### config.mk
export PLATFORM = sky130hd
export DESIGN_NAME = bram_stream_reader
export DESIGN_NICKNAME = d
export VERILOG_FILES = /design/src/rtl/bram_stream_reader.sv
export SDC_FILE = /design/constraint.sdc
export NUM_CORES = 1
export LEC_CHECK = 0
export CAP_MARGIN = 20
export CORE_UTILIZATION = 44
export DETAILED_ROUTE_END_ITERATION = 16
export PLACE_DENSITY = 0.69
export SLEW_MARGIN = 20
export SYNTH_ARGS = -nofsm -noshare
export SYNTH_HDL_FRONTEND = slang
export SYNTH_SLANG_ARGS = --single-unit
### constraint.sdc
create_clock -name clk -period 5.3 [get_ports clk]
set_input_delay 1.06 -clock clk [delete_from_list [all_inputs] [get_ports clk]]
set_output_delay 1.06 -clock clk [all_outputs]
set_load 0.02 [all_outputs]
### src/rtl/bram_stream_reader.sv
// rtl/bram_stream_reader.sv - block reader from BRAM port B onto a valid/ready stream
// Credit-gated reads feed a small skid FIFO so sink backpressure never drops data.

module bram_stream_fifo #(
  parameter int WIDTH = 33,
  parameter int DEPTH = 3,
  parameter int CW    = $clog2(DEPTH + 1)
) (
  input  logic             clk,
  input  logic             rst,
  input  logic             push,
  input  logic [WIDTH-1:0] push_data,
  input  logic             pop,
  output logic [WIDTH-1:0] head,
  output logic [CW-1:0]    count
);
  localparam int PW = (DEPTH > 1) ? $clog2(DEPTH) : 1;

  logic [WIDTH-1:0] mem [DEPTH];
  logic [PW-1:0]    wr_ptr;
  logic [PW-1:0]    rd_ptr;

  assign head = mem[rd_ptr];

  always_ff @(posedge clk) begin
    if (rst) begin
      wr_ptr <= '0;
      rd_ptr <= '0;
      count  <= '0;
      for (int i = 0; i < DEPTH; i++) mem[i] <= '0;
    end else begin
      if (push) begin
        mem[wr_ptr] <= push_data;
        wr_ptr      <= (wr_ptr == PW'(DEPTH - 1)) ? '0 : wr_ptr + PW'(1);
      end
      if (pop) rd_ptr <= (rd_ptr == PW'(DEPTH - 1)) ? '0 : rd_ptr + PW'(1);
      count <= count + CW'(push) - CW'(pop);
    end
  end
endmodule

module bram_stream_reader #(
  parameter int ADDR_W = 13,
  parameter int DATA_W = 32,
  parameter int RD_LAT = 1
) (
  input  logic                clk,
  input  logic                rst,
  input  logic                start,
  input  logic [ADDR_W-1:0]   base_addr,
  input  logic [ADDR_W:0]     len,
  output logic                busy,
  output logic                done,
  output logic [ADDR_W-1:0]   bram_addr,
  output logic                bram_en,
  output logic [DATA_W/8-1:0] bram_we,
  output logic [DATA_W-1:0]   bram_din,
  input  logic [DATA_W-1:0]   bram_dout,
  output logic [DATA_W-1:0]   m_data,
  output logic                m_valid,
  input  logic                m_ready,
  output logic                m_last
);
  localparam int DEPTH = RD_LAT + 2;
  localparam int CW    = $clog2(DEPTH + 1);
  localparam int LW    = ADDR_W + 1;
  localparam logic [LW-1:0] MAX_LEN = {1'b1, {ADDR_W{1'b0}}};

  typedef enum logic [1:0] {IDLE, READ, DRAIN, DONE} state_t;

  state_t          state;
  logic [LW-1:0]   issue_left;
  logic [LW-1:0]   issue_left_next;
  logic [LW-1:0]   len_sat;
  logic [RD_LAT-1:0] pipe_v;
  logic [RD_LAT-1:0] pipe_l;
  logic [RD_LAT-1:0] pipe_v_next;
  logic [RD_LAT-1:0] pipe_l_next;
  logic            last_issue;
  logic            push;
  logic            pop;
  logic [CW-1:0]   fifo_count;
  logic [CW-1:0]   count_next;
  logic [DATA_W:0] fifo_head;
  logic            credit_ok;

  assign bram_we  = '0;
  assign bram_din = '0;

  // Each tracked read carries a flag marking the final word of the transfer.
  assign push    = pipe_v[RD_LAT-1];
  assign m_valid = (fifo_count != '0);
  assign m_data  = fifo_head[DATA_W-1:0];
  assign m_last  = m_valid & fifo_head[DATA_W];
  assign pop     = m_valid & m_ready;

  bram_stream_fifo #(
    .WIDTH (DATA_W + 1),
    .DEPTH (DEPTH),
    .CW    (CW)
  ) u_fifo (
    .clk       (clk),
    .rst       (rst),
    .push      (push),
    .push_data ({pipe_l[RD_LAT-1], bram_dout}),
    .pop       (pop),
    .head      (fifo_head),
    .count     (fifo_count)
  );

  // bram_en is registered, so credits are judged on next-cycle occupancy.
  always_comb begin
    len_sat         = (len > MAX_LEN) ? MAX_LEN : len;
    last_issue      = bram_en && (issue_left == LW'(1));
    issue_left_next = issue_left - LW'(bram_en);
    pipe_v_next     = RD_LAT'({pipe_v, bram_en});
    pipe_l_next     = RD_LAT'({pipe_l, last_issue});
    count_next      = fifo_count + CW'(push) - CW'(pop);
    credit_ok       = (issue_left_next != '0) &&
                      (($countones(pipe_v_next) + int'(count_next)) < DEPTH);
  end

  always_ff @(posedge clk) begin
    if (rst) begin
      state      <= IDLE;
      busy       <= 1'b0;
      done       <= 1'b0;
      bram_en    <= 1'b0;
      bram_addr  <= '0;
      issue_left <= '0;
      pipe_v     <= '0;
      pipe_l     <= '0;
    end else begin
      done    <= 1'b0;
      bram_en <= 1'b0;
      pipe_v  <= pipe_v_next;
      pipe_l  <= pipe_l_next;
      if (bram_en) begin
        bram_addr  <= bram_addr + ADDR_W'(1);
        issue_left <= issue_left_next;
      end
      case (state)
        IDLE: begin
          if (start) begin
            busy      <= 1'b1;
            bram_addr <= base_addr;
            if (len == '0) begin
              state <= DONE;
              done  <= 1'b1;
            end else begin
              state      <= READ;
              issue_left <= len_sat;
              bram_en    <= 1'b1;
            end
          end
        end
        READ: begin
          if (issue_left_next == '0) state <= DRAIN;
          else bram_en <= credit_ok;
        end
        DRAIN: begin
          if (pop && m_last) begin
            state <= DONE;
            done  <= 1'b1;
          end
        end
        DONE: begin
          state <= IDLE;
          busy  <= 1'b0;
        end
        default: state <= IDLE;
      endcase
    end
  end
endmodule

==> summary.txt <==
Run status
  – Status: finished, final reports clean

Power
  – Power Density: 411 nW/um2
  – Pleak: 3.68 nW
  – Worst ir drop on vdd: 0.000245 V
  – Power Total: 3.99 mW

Die
  – Die height: 136 um
  – Initial core utilization: 0.454
  – Die ar.: 18600 um2
  – Core footprint: 17500 um2
  – Rows: 48
  – Die X-Extent: 136 um
  – Ports: 149

Clock tree
  – Clock latency on the worst-skew pair: 0.42 ns
  – Clk slew on worst S/H paths: 0.06 ns
  – CTS H-tree depth: 4
  – CTS Hold Bufs: 0
  – Postcts setup bufs: 0
  – Root buffer cell: clkbuf_16
  – Clock sinks: 174
  – CTS tree: done
  – Clock buffer depth: 2
  – Post-CTS sizing: 0
  – Total CTS buffers: 17

Timing
  – Relative slew margins: 0.369
  – Final WS setup: 1.43 ns
  – Tcrit/Tclk final: 0.731
  – Slew @ Worst Pin: 0.947 ns
  – Final setup viols: 0
  – TNS Setup: 0 ns
  – Fin. Hold Viols: 0
  – Slew Viols, Final: 0
  – RSZ-0062 raised after global routing: false
  – Worst-case clock skew: 0.00748 ns
  – Peak Freq: 258 MHz
  – Minimum clock period: 3.87 ns

GRT
  – First-pass GRT wire length: 25.2 mm
  – Vias in the first global route: 5056
  – Pin count of the biggest net entering global routing: 44
  – Remaining Overflow, GRT: 0
  – GRT Total Usage: 0.182
  – Initial antenna violation count: 0

Logic synthesis
  – Fraction of registers with async set/reset: 0
  – Register area share after synthesis: 0.605
  – Gate Count Post-Synth: 590
  – Synth top area share: 0.499
  – Seq cells post-synth: 174
  – Syn_area_per_cell: 13.5 um2
  – Post-synth EDFFs: 132
  – Top post-synthesis cells by area: edfxtp_1, dfxtp_1, mux4_2, and2_1, buf_4
  – Top FF cell, synth: edfxtp_1
  – Netlist Area Pre-Place: 7940 um2
  – Biggest area consumer among synthesized cells: edfxtp_1
  – Ys Warns: 0
  – Post-synth cell types: 48

Detailed routing
  – Via-to-Cell Ratio: 5.28
  – DRC: 0
  – DR pass1 iterations: 6
  – Post-DRT Antenna Nets: 0
  – DR vias: 4924
  – Drt first-iter violations: 211
  – Total Wirelength: 16.2 mm
  – WL/cell: 17.4 um

Layout
  – Net count reported at finish: 768
  – Syn-to-layout area delta: 22.3%
  – ANT cells: 0
  – Fillers: 1431
  – Post-route cell area: 9710 um2
  – Layout cells sized above 1: 0.124

Placement
  – Pre-CTS setup slack: 1.53 ns
  – Final Wtd Congestion: 0.809
  – Dpl cell area: 9140 um2
  – # port buffers: 112
  – DP HPWL: 10.1 mm

Worst setup path
  – Critical Path Fanout Max: 23
  – CP Class: register to primary output
  – CP Capture Type: primary output
  – Worst path arrival time: 2.81 ns
  – Startpoint class of the critical path: register
  – Worst Path Required: 4.24 ns

Run
  – Max-Cap Viols: 0

Worst hold path
  – Hold Path Class: register to register
[path summary, 6_finish.rpt]
| path | end | cells past startpoint | startpoint | slack, ns |
|---|---|---|---|---|
| worst min register to register | u_fifo.mem[3][32] | 0 | pipe_l | 0.48 |
| worst min-delay path | u_fifo.mem[3][32] | 0 | pipe_l | 0.48 |
| worst max register to register | state[0] | 7 | bram_en | 2.26 |
| worst max-delay path | m_data[25] | 3 | register | 1.43 |
[critical path: stages (launching register included)]
cell	delay, ns
dfxtp_2	0.89
buf_4	0.38
mux4_2	0.55
clkdlybuf4s50_1	0.55
[cells in the mapped netlist, types with 5 or more instances]
cell type and n:
buf_4 36, nor3_1 9, xnor2_1 11, xor2_1 17
and2_1 67, a21oi_1 7, clkbuf_1 29, ha_1 11
and3_1 37, a211oi_1 12, a22oi_1 12, nor2_1 48
nor4_1 6, edfxtp_1 132, nor2b_1 6, dfxtp_1 42
mux4_2 33, or2_2 5, nand3_1 6, inv_1 8
nand2_1 16
[layer usage]
layer  vias up  wire length, um  track usage
met5         -                0            0
met4         0              189       0.0580
met3        17              840       0.0425
met2       150             8370        0.324
met1      2438             6810        0.215
li1       2319                -            -
[where the power goes]
part / internal, mW / switching, mW
clock: 0.653 / 0.525
combinational: 0.516 / 0.560
sequential: 1.60 / 0.133
total: 2.77 / 1.22
[metrics by stage]
stage / instances / hold slack (ns) / util
global placement: 900 / 0.453 / 0.523
finish: 932 / 0.478 / 0.556
floorplan: 625 / 0.427 / -
detailed placement: 900 / 0.465 / 0.523
CTS: 932 / 0.480 / 0.556
global route: 932 / 0.509 / 0.556
[state kept, by name, summed over array words and instances, names as in the netlist, named ones only]
name / count
u_fifo.mem: 132
issue_left: 14
bram_addr: 13
state: 2
u_fifo.count: 2
u_fifo.rd_ptr: 2
u_fifo.wr_ptr: 2
bram_en: 1
busy: 1
done: 1
pipe_l: 1
pipe_v: 1
[layout make-up]
cell class | count | area, um2 | share of cell area
clock buffers | 17 | 425 | 0.0438
clock inverters | 15 | 141 | 0.0146
inverters | 8 | 30.0 | 0.00309
multi-input cells | 374 | 2850 | 0.294
flip-flops and latches | 174 | 4810 | 0.495
well taps | 225 | 282 | 0.0290
repair buffers | 119 | 1170 | 0.121
[cells by family (layout without fill, tap and decap cells)]
family          count (synthesis)  count (layout)  share of synthesized area
simple gates                  216             216                      0.151
xor+xnor                       28              28                     0.0309
flops                         174             174                      0.605
mux                            37              37                     0.0988
compound gates                 46              46                     0.0424
buf+inv                        77             159                     0.0536
fa+ha+maj                      11              11                     0.0173
other cells                     1              36                   0.000472
[placed cells by master, fill, tap and decap left out, types with 3 or more instances in the layout]
cell	n
conb_1	36
clkinvlp_4	3
a22oi_1	12
a211oi_1	12
and3_1	36
and2_1	67
xnor2_1	11
mux4_2	33
clkdlybuf4s50_1	112
nor2b_1	5
nand4_1	3
or4_1	3
dfxtp_1	40
buf_4	7
xor2_1	17
nor3_1	9
clkbuf_16	17
clkinv_4	6
mux2i_1	3
inv_1	8
o21ai_0	3
a21oi_1	7
or3_1	3
nor2_1	46
inv_6	3
ha_1	11
edfxtp_1	132
nor4_1	6
or2_2	5
nand3_1	6
nand2_1	16
Note: power is estimated with default switching activity, not from simulation.
